### src/rtl/boom_pkg.sv
// Shared constants for the boom display path.
// State encoding, default width, boom divisor.
package boom_pkg;

  localparam int WIDTH_DEF = 5;
  localparam int BOOM_DIV  = 6;

  typedef enum logic [1:0] {
    ST_MANUAL = 2'd0,
    ST_AUTO   = 2'd1,
    ST_HOLD   = 2'd2
  } state_e;

endpackage

### src/rtl/btn_debounce.sv
// Button conditioner: 2-flop sync, stable-level debounce,
// one-cycle press pulse on accepted 0->1.
module btn_debounce #(
  parameter int DEBOUNCE_CYC = 500_000
) (
  input  logic clk,
  input  logic rst,
  input  logic btn_raw,
  output logic press
);

  localparam int CW = $clog2(DEBOUNCE_CYC + 1);
  localparam logic [CW-1:0] CNT_LAST = CW'(DEBOUNCE_CYC - 1);

  logic          sync1_q;
  logic          sync2_q;
  logic          level_q;
  logic          level_d;
  logic          press_q;
  logic          press_d;
  logic [CW-1:0] cnt_q;
  logic [CW-1:0] cnt_d;

  // any cycle where synced level matches restarts the streak
  always_comb begin
    level_d = level_q;
    cnt_d   = '0;
    press_d = 1'b0;
    if (sync2_q != level_q) begin
      if (cnt_q == CNT_LAST) begin
        level_d = sync2_q;
        press_d = sync2_q;
      end else begin
        cnt_d = cnt_q + CW'(1);
      end
    end
  end

  always_ff @(posedge clk) begin
    if (rst) begin
      sync1_q <= 1'b0;
      sync2_q <= 1'b0;
      level_q <= 1'b0;
      press_q <= 1'b0;
      cnt_q   <= '0;
    end else begin
      sync1_q <= btn_raw;
      sync2_q <= sync1_q;
      level_q <= level_d;
      press_q <= press_d;
      cnt_q   <= cnt_d;
    end
  end

  assign press = press_q;

endmodule

### src/rtl/boom_step_counter.sv
// Game-count source: manual steps or prescaled auto ticks,
// dwelling on boom values reported back by the comparator.
module boom_step_counter
  import boom_pkg::*;
#(
  parameter int WIDTH        = WIDTH_DEF,
  parameter int MAX_COUNT    = 31,
  parameter int DEBOUNCE_CYC = 500_000,
  parameter int TICK_DIV     = 25_000_000,
  parameter int BOOM_HOLD    = 2
) (
  input  logic             clk,
  input  logic             rst,
  input  logic             btn_step,
  input  logic             btn_mode,
  input  logic             boom_led,
  output logic [WIDTH-1:0] count,
  output logic             step_pulse,
  output logic             mode_auto,
  output logic             holding
);

  localparam int TW = $clog2(TICK_DIV);
  localparam int HW = $clog2(BOOM_HOLD + 1);
  localparam logic [TW-1:0] TICK_LAST = TW'(TICK_DIV - 1);
  localparam logic [HW-1:0] HOLD_LAST = HW'(BOOM_HOLD - 1);
  localparam logic [WIDTH-1:0] CNT_MAX = WIDTH'(MAX_COUNT);

  logic step_press;
  logic mode_press;

  btn_debounce #(.DEBOUNCE_CYC(DEBOUNCE_CYC)) u_step (
    .clk     (clk),
    .rst     (rst),
    .btn_raw (btn_step),
    .press   (step_press)
  );

  btn_debounce #(.DEBOUNCE_CYC(DEBOUNCE_CYC)) u_mode (
    .clk     (clk),
    .rst     (rst),
    .btn_raw (btn_mode),
    .press   (mode_press)
  );

  state_e           state_q;
  state_e           state_d;
  logic [TW-1:0]    tick_q;
  logic [TW-1:0]    tick_d;
  logic [HW-1:0]    hold_q;
  logic [HW-1:0]    hold_d;
  logic [WIDTH-1:0] count_q;
  logic [WIDTH-1:0] count_d;
  logic             step_pulse_q;
  logic             step_pulse_d;
  logic             inc;
  logic             tick_term;

  assign tick_term = (tick_q == TICK_LAST);

  // mode press always takes priority over step and tick
  always_comb begin
    state_d = state_q;
    tick_d  = tick_q;
    hold_d  = hold_q;
    inc     = 1'b0;
    unique case (state_q)
      ST_MANUAL: begin
        tick_d = '0;
        hold_d = '0;
        if (mode_press) begin
          state_d = ST_AUTO;
        end else if (step_press) begin
          inc = 1'b1;
        end
      end
      ST_AUTO: begin
        tick_d = tick_term ? '0 : tick_q + TW'(1);
        if (mode_press) begin
          state_d = ST_MANUAL;
          tick_d  = '0;
          hold_d  = '0;
        end else if (tick_term) begin
          if (boom_led) begin
            state_d = ST_HOLD;
            hold_d  = '0;
          end else begin
            inc = 1'b1;
          end
        end
      end
      ST_HOLD: begin
        tick_d = tick_term ? '0 : tick_q + TW'(1);
        if (mode_press) begin
          state_d = ST_MANUAL;
          tick_d  = '0;
          hold_d  = '0;
        end else if (tick_term) begin
          if (hold_q == HOLD_LAST) begin
            state_d = ST_AUTO;
            hold_d  = '0;
            inc     = 1'b1;
          end else begin
            hold_d = hold_q + HW'(1);
          end
        end
      end
      default: begin
        state_d = ST_MANUAL;
        tick_d  = '0;
        hold_d  = '0;
      end
    endcase
  end

  always_comb begin
    count_d      = count_q;
    step_pulse_d = inc;
    if (inc) begin
      count_d = (count_q == CNT_MAX) ? '0 : count_q + WIDTH'(1);
    end
  end

  always_ff @(posedge clk) begin
    if (rst) begin
      state_q      <= ST_MANUAL;
      tick_q       <= '0;
      hold_q       <= '0;
      count_q      <= '0;
      step_pulse_q <= 1'b0;
    end else begin
      state_q      <= state_d;
      tick_q       <= tick_d;
      hold_q       <= hold_d;
      count_q      <= count_d;
      step_pulse_q <= step_pulse_d;
    end
  end

  assign count      = count_q;
  assign step_pulse = step_pulse_q;
  assign mode_auto  = (state_q != ST_MANUAL);
  assign holding    = (state_q == ST_HOLD);

endmodule

### config.mk
export PLATFORM = sky130hd
export DESIGN_NAME = boom_step_counter
export DESIGN_NICKNAME = d
export VERILOG_FILES = /design/src/rtl/boom_pkg.sv /design/src/rtl/btn_debounce.sv /design/src/rtl/boom_step_counter.sv
export SDC_FILE = /design/constraint.sdc
export NUM_CORES = 1
export LEC_CHECK = 0
export CAP_MARGIN = 25
export CORE_ASPECT_RATIO = 0.6
export CORE_MARGIN = 1
export CORE_UTILIZATION = 45
export DETAILED_ROUTE_END_ITERATION = 10
export GPL_TIMING_DRIVEN = 0
export HOLD_SLACK_MARGIN = 0.05
export MAX_ROUTING_LAYER = met4
export PLACE_DENSITY = 0.75
export SYNTH_ARGS = -nofsm -noshare
export SYNTH_HDL_FRONTEND = slang
export SYNTH_SLANG_ARGS = --single-unit
### constraint.sdc
create_clock -name clk -period 2 [get_ports clk]
set_input_delay 0.4 -clock clk [delete_from_list [all_inputs] [get_ports clk]]
set_output_delay 0.4 -clock clk [all_outputs]
set_load 0.01 [all_outputs]
==> impl_metrics.py, run 1 <==
metrics = {
    "outcome": {
        "status": "finished, violations left",
        "failed_checks": "negative setup slack",
    },
    "final_layout": {
        "instances_no_fill": 547,
        "fin_nets": 455,
        "final_core_util_pct": 57.2,
        "drive_gt1_share_pct": 10.8,
        "fill_cells": 642,
        "seqCellArea_um2": 1630,
        "area_delta_synth_final_pct": 18.6,
        "multi_input_area_um2": 2000,
        "diodes": 0,
        "fin_area_um2": 4290,
    },
    "synthesis": {
        "yosysUniqueCellTypes": 40,
        "ys_ff_latch": 81,
        "synth_area_leaders": "dfxtp_1 45%, xnor2_1 10%, nor2_1 9.0%",
        "yosysMostFrequentCell": "nor2_1",
        "yosysSeqAreaShare_pct": 44.8,
        "syn_nets": 430,
        "yosys.area.top_type": "dfxtp_1",
        "synth_edf_count": 0,
        "syn-cell-area_um2": 3620,
        "syn_inst": 416,
        "synth_ff_type": "dfxtp_1",
        "async_reset_ff_share_pct": 0,
        "avgSynthCellArea_um2": 8.70,
        "synth_commonest_cells": "87 x nor2_1, 81 x dfxtp_1, 42 x xnor2_1",
        "ys_warn_count": 0,
        "yosysTopAreaCellShare_pct": 44.8,
    },
    "clocking": {
        "clk-insertion-delay-late_ns": 0.34,
        "cts_tree": "yes",
        "cts_root_buffer": "clkbuf_16",
        "clock_tree.buffer_depth": 2,
        "numClockSinks": 81,
        "cts_buffers": 9,
        "htree_levels": 3,
        "clkTransAtPathRegs_ns": 0.05,
    },
    "worst_setup_path": {
        "r2r_setup_slack_ns": -0.16,
        "worstSetupPathType": "flip-flop to flip-flop",
        "cp-start-kind": "flip-flop",
        "crit_path_end_kind": "flip-flop",
        "required_ns": 2.27,
        "cp_slowest_cell": "or4b_4",
        "crit_chain": "or4b_4 -> nor4b_4 -> buf_4 -> a32oi_4 -> or4_1 -> a21oi_2",
        "arrival_ns": 2.43,
        "crit_family": "simple AND/OR/NAND/NOR gates",
        "reg2reg_to": "count[0]$_SDFFE_PP0P_",
        "critPathMaxStageDelay_ns": 0.52,
        "path_max_fanout": 4,
        "timing.rr.start": "tick_q[15]$_SDFF_PP0_",
        "worstRegToRegCells": 6,
        "critPathBufInv": 1,
    },
    "global_routing": {
        "grt_util_all_layers_pct": 19.2,
        "grt_start_max_net_pins": 19,
        "grt_first_pass_wirelength_um": 12400,
        "grt_pass1_vias": 2744,
        "grt_antenna_before_repair": 0,
        "overflow": 0,
    },
    "floorplanning": {
        "io_pins": 13,
        "die_y_um": 71.5,
        "core_region_area_um2": 7510,
        "num_rows": 24,
        "start_util_pct": 48.2,
        "fp.dieW_um": 118,
        "die_area_um2": 8420,
    },
    "hold_path": {
        "hold_path_class": "flip-flop to flip-flop",
        "min_from": "tick_q[0]$_SDFF_PP0_",
        "hold_path_end": "tick_q[0]$_SDFF_PP0_",
        "holdPathStages": 1,
    },
    "sta": {
        "rsz0062_at_grt": "true",
        "tightest_slew_ns": 0.528,
        "period_needed_ns": 2.16,
        "hold_violations": 0,
        "finClkSkew_ns": 0.00614,
        "fin_crit_sh_pct": 108,
        "slew_viol_final": 0,
        "slew_headroom_pct": 64.8,
        "setup_viol": 6,
        "fmax_mhz": 463,
        "setup_slack_ns": -0.161,
    },
    "placed_design": {
        "post_dp_cell_area_um2": 3870,
        "hpwl_um": 4810,
        "routabilityCongestion": 0.835,
        "place_ws_ns": -0.571,
        "place_inst": 532,
        "numPortBuffers": 12,
    },
    "drt": {
        "vias": 2898,
        "wirelength_um": 7110,
        "drc": 0,
        "dr.first_iter.drc_count": 207,
        "first_pass_iters": 6,
        "via_per_inst": 5.30,
        "ant_nets": 0,
        "routedWlPerCell_um": 13.0,
    },
    "job": {
        "cap_violations": 0,
    },
    "power": {
        "p_leak_nw": 1.39,
        "power.density_nw_per_um2": 737,
        "vdd_drop_max_uv": 394,
    },
}
## cell families (layout without fill, tap and decap cells)
kind of cell	after synthesis	count (layout)	share of synthesized area (%)
compound gates	22	22	4.39
xor+xnor	58	58	14.0
fa+ha+maj	9	9	3.11
buf+inv	29	56	3.21
flops	81	81	44.8
mux	3	3	0.830
simple gates	214	214	29.6
## metal layers
layer / track usage, % / share of wire (%)
met1: 23.8 / 51
met2: 28.5 / 43
met3: 6.77 / 4.6
met4: 8.26 / 1.3
met5: - / 0
## through the flow
| step | hold WS [ns] | power [mW] | TNS (ns) |
|---|---|---|---|
| floorplan | 0.414 | 1.72 | 0 |
| detailed placement | 0.425 | 1.75 | -18.17 |
| global route | 0.460 | 3.28 | -0.895 |
| CTS | 0.441 | 3.19 | -0.624 |
| finish | 0.439 | 3.17 | -0.582 |
| global placement | 0.418 | 1.75 | -15.30 |
## final cells by class
cell class | count | area share, %
multi-input cells | 306 | 46.6
flip-flops and latches | 81 | 38.0
clock buffers | 12 | 5.74
repair buffers | 19 | 3.99
well taps | 104 | 3.03
inverters | 19 | 1.66
plain buffers | 5 | 0.787
clock inverters | 1 | 0.117
## what timing repair did
action,CTS,global route
pin swaps,3,7
gates resized for setup,25,13
setup buffers,5,2
setup endpoints to repair,63,57
hold buffers,0,0
## sequential cells by signal, summed over array words and instances, names as in the netlist
register / count
u_step.sync1_q: 1
u_step.cnt_q: 19
u_mode.level_q: 1
count: 5
u_step.sync2_q: 1
u_step.press: 1
u_mode.press: 1
u_mode.sync2_q: 1
state_q: 2
u_step.level_q: 1
u_mode.cnt_q: 19
u_mode.sync1_q: 1
tick_q: 25
step_pulse: 1
hold_q: 2
## worst register-to-register path, delay by kind of cell, from the launching register on
| family | cells | cell delay (ns) |
|---|---|---|
| buffers and inverters | 1 | 0.22 |
| flip-flops | 1 | 0.34 |
| AND/OR/NAND/NOR | 3 | 1.30 |
| AO/OA/AOI/OAI | 2 | 0.24 |
## cells in the final DEF (no fill, tap or decap), types with 3 or more instances in the layout
master | Yosys | final
clkbuf_16 | 0 | 9
a21oi_1 | 6 | 5
clkbuf_1 | 5 | 4
xnor2_1 | 42 | 42
inv_1 | 19 | 19
nor4_1 | 7 | 5
nand4_1 | 11 | 11
nand2_1 | 23 | 21
dfxtp_2 | 0 | 6
nor3_1 | 18 | 17
and4_1 | 6 | 6
nor2b_1 | 5 | 5
clkdlybuf4s50_1 | 0 | 11
xor2_1 | 16 | 16
dfxtp_1 | 81 | 74
nor4b_1 | 5 | 5
buf_4 | 0 | 7
and3_1 | 11 | 11
mux2i_1 | 3 | 3
nor2_1 | 87 | 87
ha_1 | 9 | 6
nand3_1 | 28 | 27
## power breakdown
part           internal [mW]  switching (mW)
combinational         0.0445          0.0597
sequential              1.62         0.00716
clock                  0.851           0.582
total                   2.52           0.648
## worst max-delay path by stage
stage	slack, ns	to	startpoint	cells past startpoint
after floorplan	0.004	count[0]$_SDFFE_PP0P_	tick_q[15]$_SDFF_PP0_	5
after global placement	-0.49	u_mode.cnt_q[12]$_SDFF_PP0_	u_mode.cnt_q[0]$_SDFF_PP0_	7
after detailed placement	-0.57	u_mode.cnt_q[11]$_SDFF_PP0_	u_mode.cnt_q[0]$_SDFF_PP0_	7
after CTS	-0.15	count[3]$_SDFFE_PP0P_	tick_q[15]$_SDFF_PP0_	6
after global routing	-0.20	count[0]$_SDFFE_PP0P_	tick_q[15]$_SDFF_PP0_	6
final	-0.16	count[0]$_SDFFE_PP0P_	tick_q[15]$_SDFF_PP0_	6
Power figures use the tool's default switching activity.
==> run 2, diff against run 1 <==
--- a/config.mk
+++ b/config.mk
@@ -7,7 +7,7 @@
 export LEC_CHECK = 0
 export CAP_MARGIN = 25
 export CORE_ASPECT_RATIO = 0.6
-export CORE_MARGIN = 1
+export CORE_MARGIN = 4
 export CORE_UTILIZATION = 45
 export DETAILED_ROUTE_END_ITERATION = 10
 export GPL_TIMING_DRIVEN = 0
==> impl_metrics.py, run 2 (same netlist as run 1, synthesis figures left out) <==
metrics = {
    "power": {
        "power_mw": 3.41,
        "pwr-share-clk_pct": 49.2,
        "switching_share_pct": 19.8,
        "pwr-share-comb_pct": 3.0,
        "seqPwrFrac_pct": 47.8,
        "power.density_nw_per_um2": 779,
        "switching_power_mw": 0.675,
        "p_leak_nw": 1.45,
        "vdd_drop_max_uv": 408,
        "p_int_mw": 2.73,
    },
    "global_routing": {
        "grt_first_pass_wirelength_um": 12500,
        "grt_start_max_net_pins": 13,
        "grt_pass1_vias": 2803,
        "grt_antenna_before_repair": 0,
        "grt_util_all_layers_pct": 16.6,
        "overflow": 0,
    },
    "final_layout": {
        "drive_gt1_share_pct": 12.2,
        "fin_nets": 460,
        "area_delta_synth_final_pct": 20.9,
        "largest-register": "tick_q",
        "fill_cells": 682,
        "largest_register_ffs": 25,
        "reg.largest.list": "tick_q (25), u_mode.cnt_q (19), u_step.cnt_q (19)",
        "final_common_cell": "nor2_1",
        "diodes": 0,
        "final_cell_mix": "87 x nor2_1, 74 x dfxtp_1, 42 x xnor2_1",
    },
    "drt": {
        "ant_nets": 0,
        "routedWlPerCell_um": 12.8,
        "via_per_inst": 5.13,
        "dr.first_iter.drc_count": 136,
        "vias": 2866,
        "first_pass_iters": 4,
        "drc": 0,
        "wirelength_um": 7150,
    },
    "sta": {
        "setup_slack_ns": -0.111,
        "slew_headroom_pct": 65.6,
        "period_needed_ns": 2.11,
        "setup_viol": 5,
        "fin_crit_sh_pct": 106,
        "tightest_slew_ns": 0.516,
        "rsz0062_at_grt": "true",
        "fin_setup_tns_ns": -0.311,
        "timing.hold.ws_ns": 0.434,
        "fmax_mhz": 474,
        "finClkSkew_ns": 0.00677,
        "hold_violations": 0,
        "slew_viol_final": 0,
    },
    "floorplanning": {
        "start_util_pct": 46.1,
        "fp.dieW_um": 124,
        "core_region_area_um2": 7850,
        "num_rows": 25,
        "die_y_um": 77.5,
        "io_pins": 13,
        "die_area_um2": 9590,
    },
    "worst_setup_path": {
        "critPathMaxStageDelay_ns": 0.52,
        "crit_family": "simple AND/OR/NAND/NOR gates",
        "crit_path_end_kind": "flip-flop",
        "r2r_setup_slack_ns": -0.11,
        "worstSetupPathType": "flip-flop to flip-flop",
        "cp_slowest_cell": "or4b_4",
        "crit_chain": "or4b_4 -> nor4b_4 -> buf_4 -> a32oi_4 -> or4_4 -> a21oi_2",
        "worstRegToRegCells": 6,
        "critPathBufInv": 1,
        "cp-start-kind": "flip-flop",
        "arrival_ns": 2.38,
        "path_max_fanout": 4,
        "cp_num_cells": 6,
        "required_ns": 2.27,
    },
    "outcome": {
        "failed_checks": "negative setup slack",
        "status": "finished, violations left",
    },
    "hold_path": {
        "holdPathStages": 1,
        "hold_path_class": "flip-flop to flip-flop",
    },
    "clocking": {
        "clkTransAtPathRegs_ns": 0.06,
        "hold_buffers": 0,
        "clk-insertion-delay-late_ns": 0.34,
        "clock_tree.buffer_depth": 2,
        "numClockSinks": 81,
        "cts_tree": "yes",
        "htree_levels": 3,
        "cts_buffers": 9,
        "cts_root_buffer": "clkbuf_16",
    },
    "placed_design": {
        "numPortBuffers": 12,
        "hpwl_um": 4810,
        "routabilityCongestion": 0.864,
    },
    "job": {
        "cap_violations": 0,
    },
}
## run 2: cell types whose count changed in the layout (fill, tap and decap cells not counted), moves of 2 or more
cell | previous run | this run
or4_4 | 0 | 2
or4_1 | 2 | 0
clkbuf_8 | 1 | 3
buf_6 | 2 | 4
nand2_2 | 2 | 0
## run 2: worst paths after layout
| path | start | to |
|---|---|---|
| max | tick_q[15]$_SDFF_PP0_ | count[0]$_SDFFE_PP0P_ |
| min | tick_q[0]$_SDFF_PP0_ | tick_q[0]$_SDFF_PP0_ |
| max reg2reg | tick_q[15]$_SDFF_PP0_ | count[0]$_SDFFE_PP0P_ |
| min reg2reg | tick_q[0]$_SDFF_PP0_ | tick_q[0]$_SDFF_PP0_ |
## run 2: final cells by class
cell class / instances / area (µm²) / area share, %
buffer: 7 / 43.8 / 1.00
clock buffer: 14 / 274 / 6.26
clock inverter: 2 / 35.0 / 0.801
inverter: 19 / 71.3 / 1.63
multi-input combinational: 306 / 1980 / 45.2
sequential: 81 / 1630 / 37.3
tap: 108 / 135 / 3.09
timing repair buffer: 22 / 205 / 4.69
## run 2: layer usage
layer / share of wire, % / vias to the layer above / track usage (%) / routed length [µm]
met5: 0 / - / - / 0
met4: 0.67 / 0 / 4.20 / 48
met3: 3.5 / 6 / 6.12 / 249
met2: 45 / 39 / 24.5 / 3190
met1: 51 / 1341 / 21.4 / 3660
li1: - / 1480 / - / -
## run 2: stage by stage
step,cells,setup slack [ns],area (µm²),utilization (%)
detailed placement,536,-0.559,3880,49.4
finish,559,-0.111,4380,55.7
floorplan,416,0.00443,3620,-
CTS,555,-0.158,4270,54.4
global route,559,-0.229,4380,55.7
global placement,536,-0.463,3880,49.4
## run 2: power groups by stage
| stage | sequential, mW | combinational, mW | clock [mW] |
|---|---|---|---|
| 2_1_floorplan | 1.66 | 0.0554 | 0 |
| 3_3_place_gp | 1.66 | 0.0829 | 0 |
| 3_5_place_dp | 1.67 | 0.0848 | 0 |
| 4_1_cts | 1.63 | 0.0930 | 1.71 |
| 5_1_grt | 1.63 | 0.116 | 1.78 |
| 6_report | 1.63 | 0.104 | 1.68 |
## run 2: what timing repair did
item | 4_1_cts | 5_1_grt
pin swaps | 5 | 7
setup endpoints to repair | 63 | 50
setup buffers | 6 | 4
gates resized for setup | 22 | 18
